## src/rtl/control_unit.sv

```systemverilog
`default_nettype none
// ----------------------------------------------------------------------------
// control_unit: multi-cycle fetch/execute sequencer driving datapath strobes.
// Revision: 1.0
// ----------------------------------------------------------------------------
module control_unit (
  input  logic       clock,
  input  logic       reset,
  input  logic [4:0] opcode,
  input  logic       mem_rdy,
  output logic       Gra,
  output logic       Grb,
  output logic       Grc,
  output logic       Rin,
  output logic       Rout,
  output logic       BAout,
  output logic       Cout,
  output logic       PCout,
  output logic       PCin,
  output logic       IncPC,
  output logic       MARin,
  output logic       MDRin,
  output logic       MDRout,
  output logic       IRin,
  output logic       Yin,
  output logic       Zin,
  output logic       Zlowout,
  output logic       Read,
  output logic       Write,
  output logic [4:0] alu_op,
  output logic       run
);

  // T1 is split into a first cycle (strobes PCin) and a wait cycle (no PCin),
  // so that every output stays a pure function of state and opcode.
  localparam logic [3:0] S_RST  = 4'd0;
  localparam logic [3:0] S_T0   = 4'd1;
  localparam logic [3:0] S_T1   = 4'd2;
  localparam logic [3:0] S_T1W  = 4'd3;
  localparam logic [3:0] S_T2   = 4'd4;
  localparam logic [3:0] S_T3   = 4'd5;
  localparam logic [3:0] S_T4   = 4'd6;
  localparam logic [3:0] S_T5   = 4'd7;
  localparam logic [3:0] S_T6   = 4'd8;
  localparam logic [3:0] S_T7   = 4'd9;
  localparam logic [3:0] S_HALT = 4'd10;

  localparam logic [4:0] OP_LD   = 5'b00000;
  localparam logic [4:0] OP_LDI  = 5'b00001;
  localparam logic [4:0] OP_ST   = 5'b00010;
  localparam logic [4:0] OP_ADD  = 5'b00011;
  localparam logic [4:0] OP_SUB  = 5'b00100;
  localparam logic [4:0] OP_AND  = 5'b00101;
  localparam logic [4:0] OP_OR   = 5'b00110;
  localparam logic [4:0] OP_ADDI = 5'b01100;
  localparam logic [4:0] OP_ANDI = 5'b01101;
  localparam logic [4:0] OP_ORI  = 5'b01110;
  localparam logic [4:0] OP_HALT = 5'b11011;

  logic [3:0] state;
  logic [3:0] state_nxt;
  logic       is_r;
  logic       is_imm;
  logic       is_ldi;
  logic       is_ld;
  logic       is_st;
  logic       is_halt;
  logic [4:0] imm_alu;

  assign is_r    = (opcode == OP_ADD) || (opcode == OP_SUB) ||
                   (opcode == OP_AND) || (opcode == OP_OR);
  assign is_imm  = (opcode == OP_ADDI) || (opcode == OP_ANDI) || (opcode == OP_ORI);
  assign is_ldi  = (opcode == OP_LDI);
  assign is_ld   = (opcode == OP_LD);
  assign is_st   = (opcode == OP_ST);
  assign is_halt = (opcode == OP_HALT);

  always_comb begin
    case (opcode)
      OP_ANDI: imm_alu = OP_AND;
      OP_ORI:  imm_alu = OP_OR;
      default: imm_alu = OP_ADD;
    endcase
  end

  always_ff @(posedge clock) begin
    if (reset) state <= S_RST;
    else       state <= state_nxt;
  end

  always_comb begin
    state_nxt = S_RST;
    case (state)
      S_RST:  state_nxt = S_T0;
      S_T0:   state_nxt = S_T1;
      S_T1,
      S_T1W:  state_nxt = mem_rdy ? S_T2 : S_T1W;
      S_T2:   state_nxt = S_T3;
      S_T3: begin
        if (is_halt)                                    state_nxt = S_HALT;
        else if (is_r || is_imm || is_ldi || is_ld || is_st) state_nxt = S_T4;
        else                                            state_nxt = S_T0;
      end
      S_T4:   state_nxt = S_T5;
      S_T5:   state_nxt = (is_ld || is_st) ? S_T6 : S_T0;
      S_T6: begin
        if (is_ld)      state_nxt = mem_rdy ? S_T7 : S_T6;
        else if (is_st) state_nxt = S_T7;
        else            state_nxt = S_T0;
      end
      S_T7: begin
        if (is_st) state_nxt = mem_rdy ? S_T0 : S_T7;
        else       state_nxt = S_T0;
      end
      S_HALT: state_nxt = S_HALT;
      default: state_nxt = S_RST;
    endcase
  end

  always_comb begin
    Gra = 1'b0; Grb = 1'b0; Grc = 1'b0; Rin = 1'b0; Rout = 1'b0;
    BAout = 1'b0; Cout = 1'b0; PCout = 1'b0; PCin = 1'b0; IncPC = 1'b0;
    MARin = 1'b0; MDRin = 1'b0; MDRout = 1'b0; IRin = 1'b0; Yin = 1'b0;
    Zin = 1'b0; Zlowout = 1'b0; Read = 1'b0; Write = 1'b0;
    alu_op = 5'b00000;
    run = (state != S_RST) && (state != S_HALT);
    case (state)
      S_T0: begin
        PCout = 1'b1; MARin = 1'b1; IncPC = 1'b1; Zin = 1'b1; alu_op = OP_ADD;
      end
      S_T1: begin
        Zlowout = 1'b1; PCin = 1'b1; Read = 1'b1; MDRin = 1'b1;
      end
      S_T1W: begin
        Zlowout = 1'b1; Read = 1'b1; MDRin = 1'b1;
      end
      S_T2: begin
        MDRout = 1'b1; IRin = 1'b1;
      end
      S_T3: begin
        if (is_r || is_imm) begin
          Grb = 1'b1; Rout = 1'b1; Yin = 1'b1;
        end else if (is_ldi || is_ld || is_st) begin
          Grb = 1'b1; BAout = 1'b1; Yin = 1'b1;
        end
      end
      S_T4: begin
        if (is_r) begin
          Grc = 1'b1; Rout = 1'b1; Zin = 1'b1; alu_op = opcode;
        end else if (is_imm) begin
          Cout = 1'b1; Zin = 1'b1; alu_op = imm_alu;
        end else if (is_ldi || is_ld || is_st) begin
          Cout = 1'b1; Zin = 1'b1; alu_op = OP_ADD;
        end
      end
      S_T5: begin
        if (is_ld || is_st) begin
          Zlowout = 1'b1; MARin = 1'b1;
        end else if (is_r || is_imm || is_ldi) begin
          Zlowout = 1'b1; Gra = 1'b1; Rin = 1'b1;
        end
      end
      S_T6: begin
        if (is_ld) begin
          Read = 1'b1; MDRin = 1'b1;
        end else if (is_st) begin
          Gra = 1'b1; Rout = 1'b1; MDRin = 1'b1;
        end
      end
      S_T7: begin
        if (is_ld) begin
          MDRout = 1'b1; Gra = 1'b1; Rin = 1'b1;
        end else if (is_st) begin
          Write = 1'b1;
        end
      end
      default: ;
    endcase
  end

endmodule
`default_nettype wire
```

## config.mk

```make
export PLATFORM = sky130hd
export DESIGN_NAME = control_unit
export DESIGN_NICKNAME = d
export VERILOG_FILES = /design/src/rtl/control_unit.sv
export SDC_FILE = /design/constraint.sdc
export NUM_CORES = 1
export LEC_CHECK = 0
export ABC_AREA = 1
export BUFFER_PORTS_ARGS = -buffer_cell sky130_fd_sc_hd__buf_2
export CORE_MARGIN = 2
export CORE_UTILIZATION = 40
export CTS_BUF_LIST = sky130_fd_sc_hd__clkbuf_4 sky130_fd_sc_hd__clkbuf_8 sky130_fd_sc_hd__clkbuf_16
export CTS_CLUSTER_DIAMETER = 150
export CTS_CLUSTER_SIZE = 30
export DETAILED_ROUTE_END_ITERATION = 8
export PLACE_DENSITY = 0.83
export SYNTH_ARGS = -nofsm -noshare
export SYNTH_HDL_FRONTEND = slang
export SYNTH_SLANG_ARGS = --single-unit
```

## constraint.sdc

```tcl
create_clock -name clock -period 2.94 [get_ports clock]
set_input_delay 0.147 -clock clock [delete_from_list [all_inputs] [get_ports clock]]
set_output_delay 0.147 -clock clock [all_outputs]
set_load 0.02 [all_outputs]
```

==> results.yml <==
floorplanning:
  dieArea_sq_um: 2030
  start_util: 0.438
  rows: 14
  ios: 33
  die_y_um: 45.1
  die_x_um: 45.1
  core_sq_um: 1540
final_layout:
  layout_common_cells: "30 x buf_2, 28 x nand2_1, 25 x nor2_1"
  drive_above_1_share: 0.297
  max_flop_register: "state"
  reg_top3: "state x4"
  largest_reg_flops: 4
  final_common_cell: "buf_2"
  antenna_cells: 0
  fin_nets: 168
  syn2layout_area_growth_pct: 23.0
pwr:
  p_leak_nw: 0.500
  intPower_mw: 0.157
  p_comb_frac: 0.554
  power_mw: 0.299
  power.share.clock: 0.225
  vdd_drop_max_mv: 0.225
  power_density_nw_per_um2: 360
  swShare: 0.476
  p_sw_mw: 0.142
  pwr-share-seq: 0.221
setup_path:
  slowest_delay_ps: 350
  crit_slowest_cell: "dfxtp_1"
  startpoint_type: "flip-flop"
  path_common_cell: "nor2_1"
  crit_fanout: 6
  r2r_cells: 7
  crit_chain: "nor2_1 -> inv_1 -> nor2_1 -> nand2_1 -> o21ai_0 -> buf_2"
  required_ps: 2790
  cp-end-kind: "output pin"
  arrival_ps: 1520
  path_class: "reg -> out"
timing:
  whs_ps: 124
  finalClockSkew_ps: 1.79
  min_period_ps: 1670
  final-hold-violation-count: 0
  slew_viol_final: 0
  setup_tns_ps: 0
  finalSetupViolCount: 0
  max_freq_mhz: 599
  rsz0062_at_grt: "no"
  min_period_over_period: 0.568
  layout_setup_ws_ps: 1270
global_routing:
  antenna_found_initial: 0
  grt_pass1_vias: 736
  grt_start_max_net_pins: 10
  grt_pass1_wl_mm: 2.90
  gr-usage-all-layers: 0.189
  overflow: 0
route:
  dr_total_vias: 884
  drtIter0Drc: 25
  drt-vias-per-instance: 5.08
  wl_per_cell_um: 10.5
  drcViolationCount: 0
  first_pass_iters: 4
  ant_nets: 0
  wirelength_mm: 1.83
clocking:
  cts_tree: "yes"
  clkSinkCount: 4
  cts_resized: 0
  cts.hold.buffers_added: 0
  max-clock-path-buffers: 2
  cts_inserted_buffers: 3
  cts_root_buf: "clkbuf_4"
  htree_num_levels: 1
  cts_setup_buffers: 0
  clkLatencyLatePin_ps: 230
  clk_pin_slew_ps: 40
logic_synthesis:
  synthMuxAreaShare: 0
  ys_ff_latch: 4
  syn_area_per_cell_sq_um: 5.24
  synth.distinct_cells: 22
  syn_area_sq_um: 676
  seq_area_frac_synth: 0.119
  synthAdderAreaFrac: 0
  syn-instance-count: 129
  synth_compound_area_frac: 0.130
  synth-simple-area-share: 0.574
  synth_xor_area_frac: 0
  ys_warn_count: 0
  synth_top_family_by_area: "simple AND/OR/NAND/NOR gates"
outcome:
  status: "complete, no violations"
run:
  max_cap_violations: 0
min_path:
  min_path_type: "in -> reg"
  worst_hold_path.num_cells: 2
placement:
  portBuffers: 30
  dp_hpwl_mm: 1.51
  pre_cts_ws_ps: 1540
  gp_congestion: 0.824
## power groups by stage
stage	clock network [mW]	registers, mW	logic, mW
global placement	0	0.0668	0.163
global route	0.0713	0.0673	0.183
detailed placement	0	0.0671	0.165
floorplan	0	0.0662	0.123
CTS	0.0683	0.0662	0.165
finish	0.0673	0.0663	0.166
## cell families after synthesis
kind of cell	Yosys count
buffers and inverters	25
flip-flops	4
AO/OA/AOI/OAI	16
AND/OR/NAND/NOR	83
other	1
## worst paths after layout
path	from	end	slack, ps
worst max register to register	state[3]$_SDFF_PP0_	state[3]$_SDFF_PP0_	1720
worst min-delay path	reset	state[1]$_SDFF_PP0_	120
worst min register to register	state[0]$_SDFF_PP0_	state[2]$_SDFF_PP0_	680
worst max-delay path	state[0]$_SDFF_PP0_	Read	1270
## worst max-delay path, delay by kind of cell, from the launching register on
kind            cells  cell delay [ps]
flops               1              350
buf+inv             2              290
simple gates        3              500
compound gates      1              160
## metal layers
layer	share of wire	vias to the layer above	wire, um	track usage
met5	0	-	0	0
met4	0	0	0	0.0353
met3	0.053	0	97	0.0240
met2	0.48	30	881	0.320
met1	0.46	396	846	0.257
li1	-	458	-	-
## cell usage after synthesis
cell       n  share of area
nand2_4    2          0.033
inv_1     20           0.11
a31oi_1    3          0.028
nand2_1   28           0.16
o21ai_1    1         0.0074
nand3_1   12          0.089
nor2_1    25           0.14
nor2_2     4          0.037
o21ai_0    6          0.044
nand3b_1   1          0.011
dfxtp_1    4           0.12
a21oi_1    4          0.030
buf_6      1          0.017
nor3_1     2          0.015
o21a_1     1          0.011
nand4_1    1         0.0093
conb_1     1         0.0056
nor3_2     1          0.015
buf_4      4          0.044
o22ai_1    1         0.0093
nand3_2    1          0.015
nand2_2    6          0.056
## cell type report
type                    instances  area [sq um]
fillers                       160           711
multi-input cells             101           483
repair buffers                 30           150
flip-flops and latches          4          80.1
inverters                      20          75.1
clock buffers                   3          22.5
well taps                      16          20.0
## through the flow
| step | instances | area [sq um] | utilization |
|---|---|---|---|
| after global routing | 174 | 831 | 0.539 |
| after floorplan | 130 | 679 | - |
| final | 174 | 831 | 0.539 |
| after global placement | 171 | 808 | 0.524 |
| after detailed placement | 171 | 808 | 0.524 |
| after CTS | 174 | 831 | 0.539 |
(Power assumes the default switching activity.)
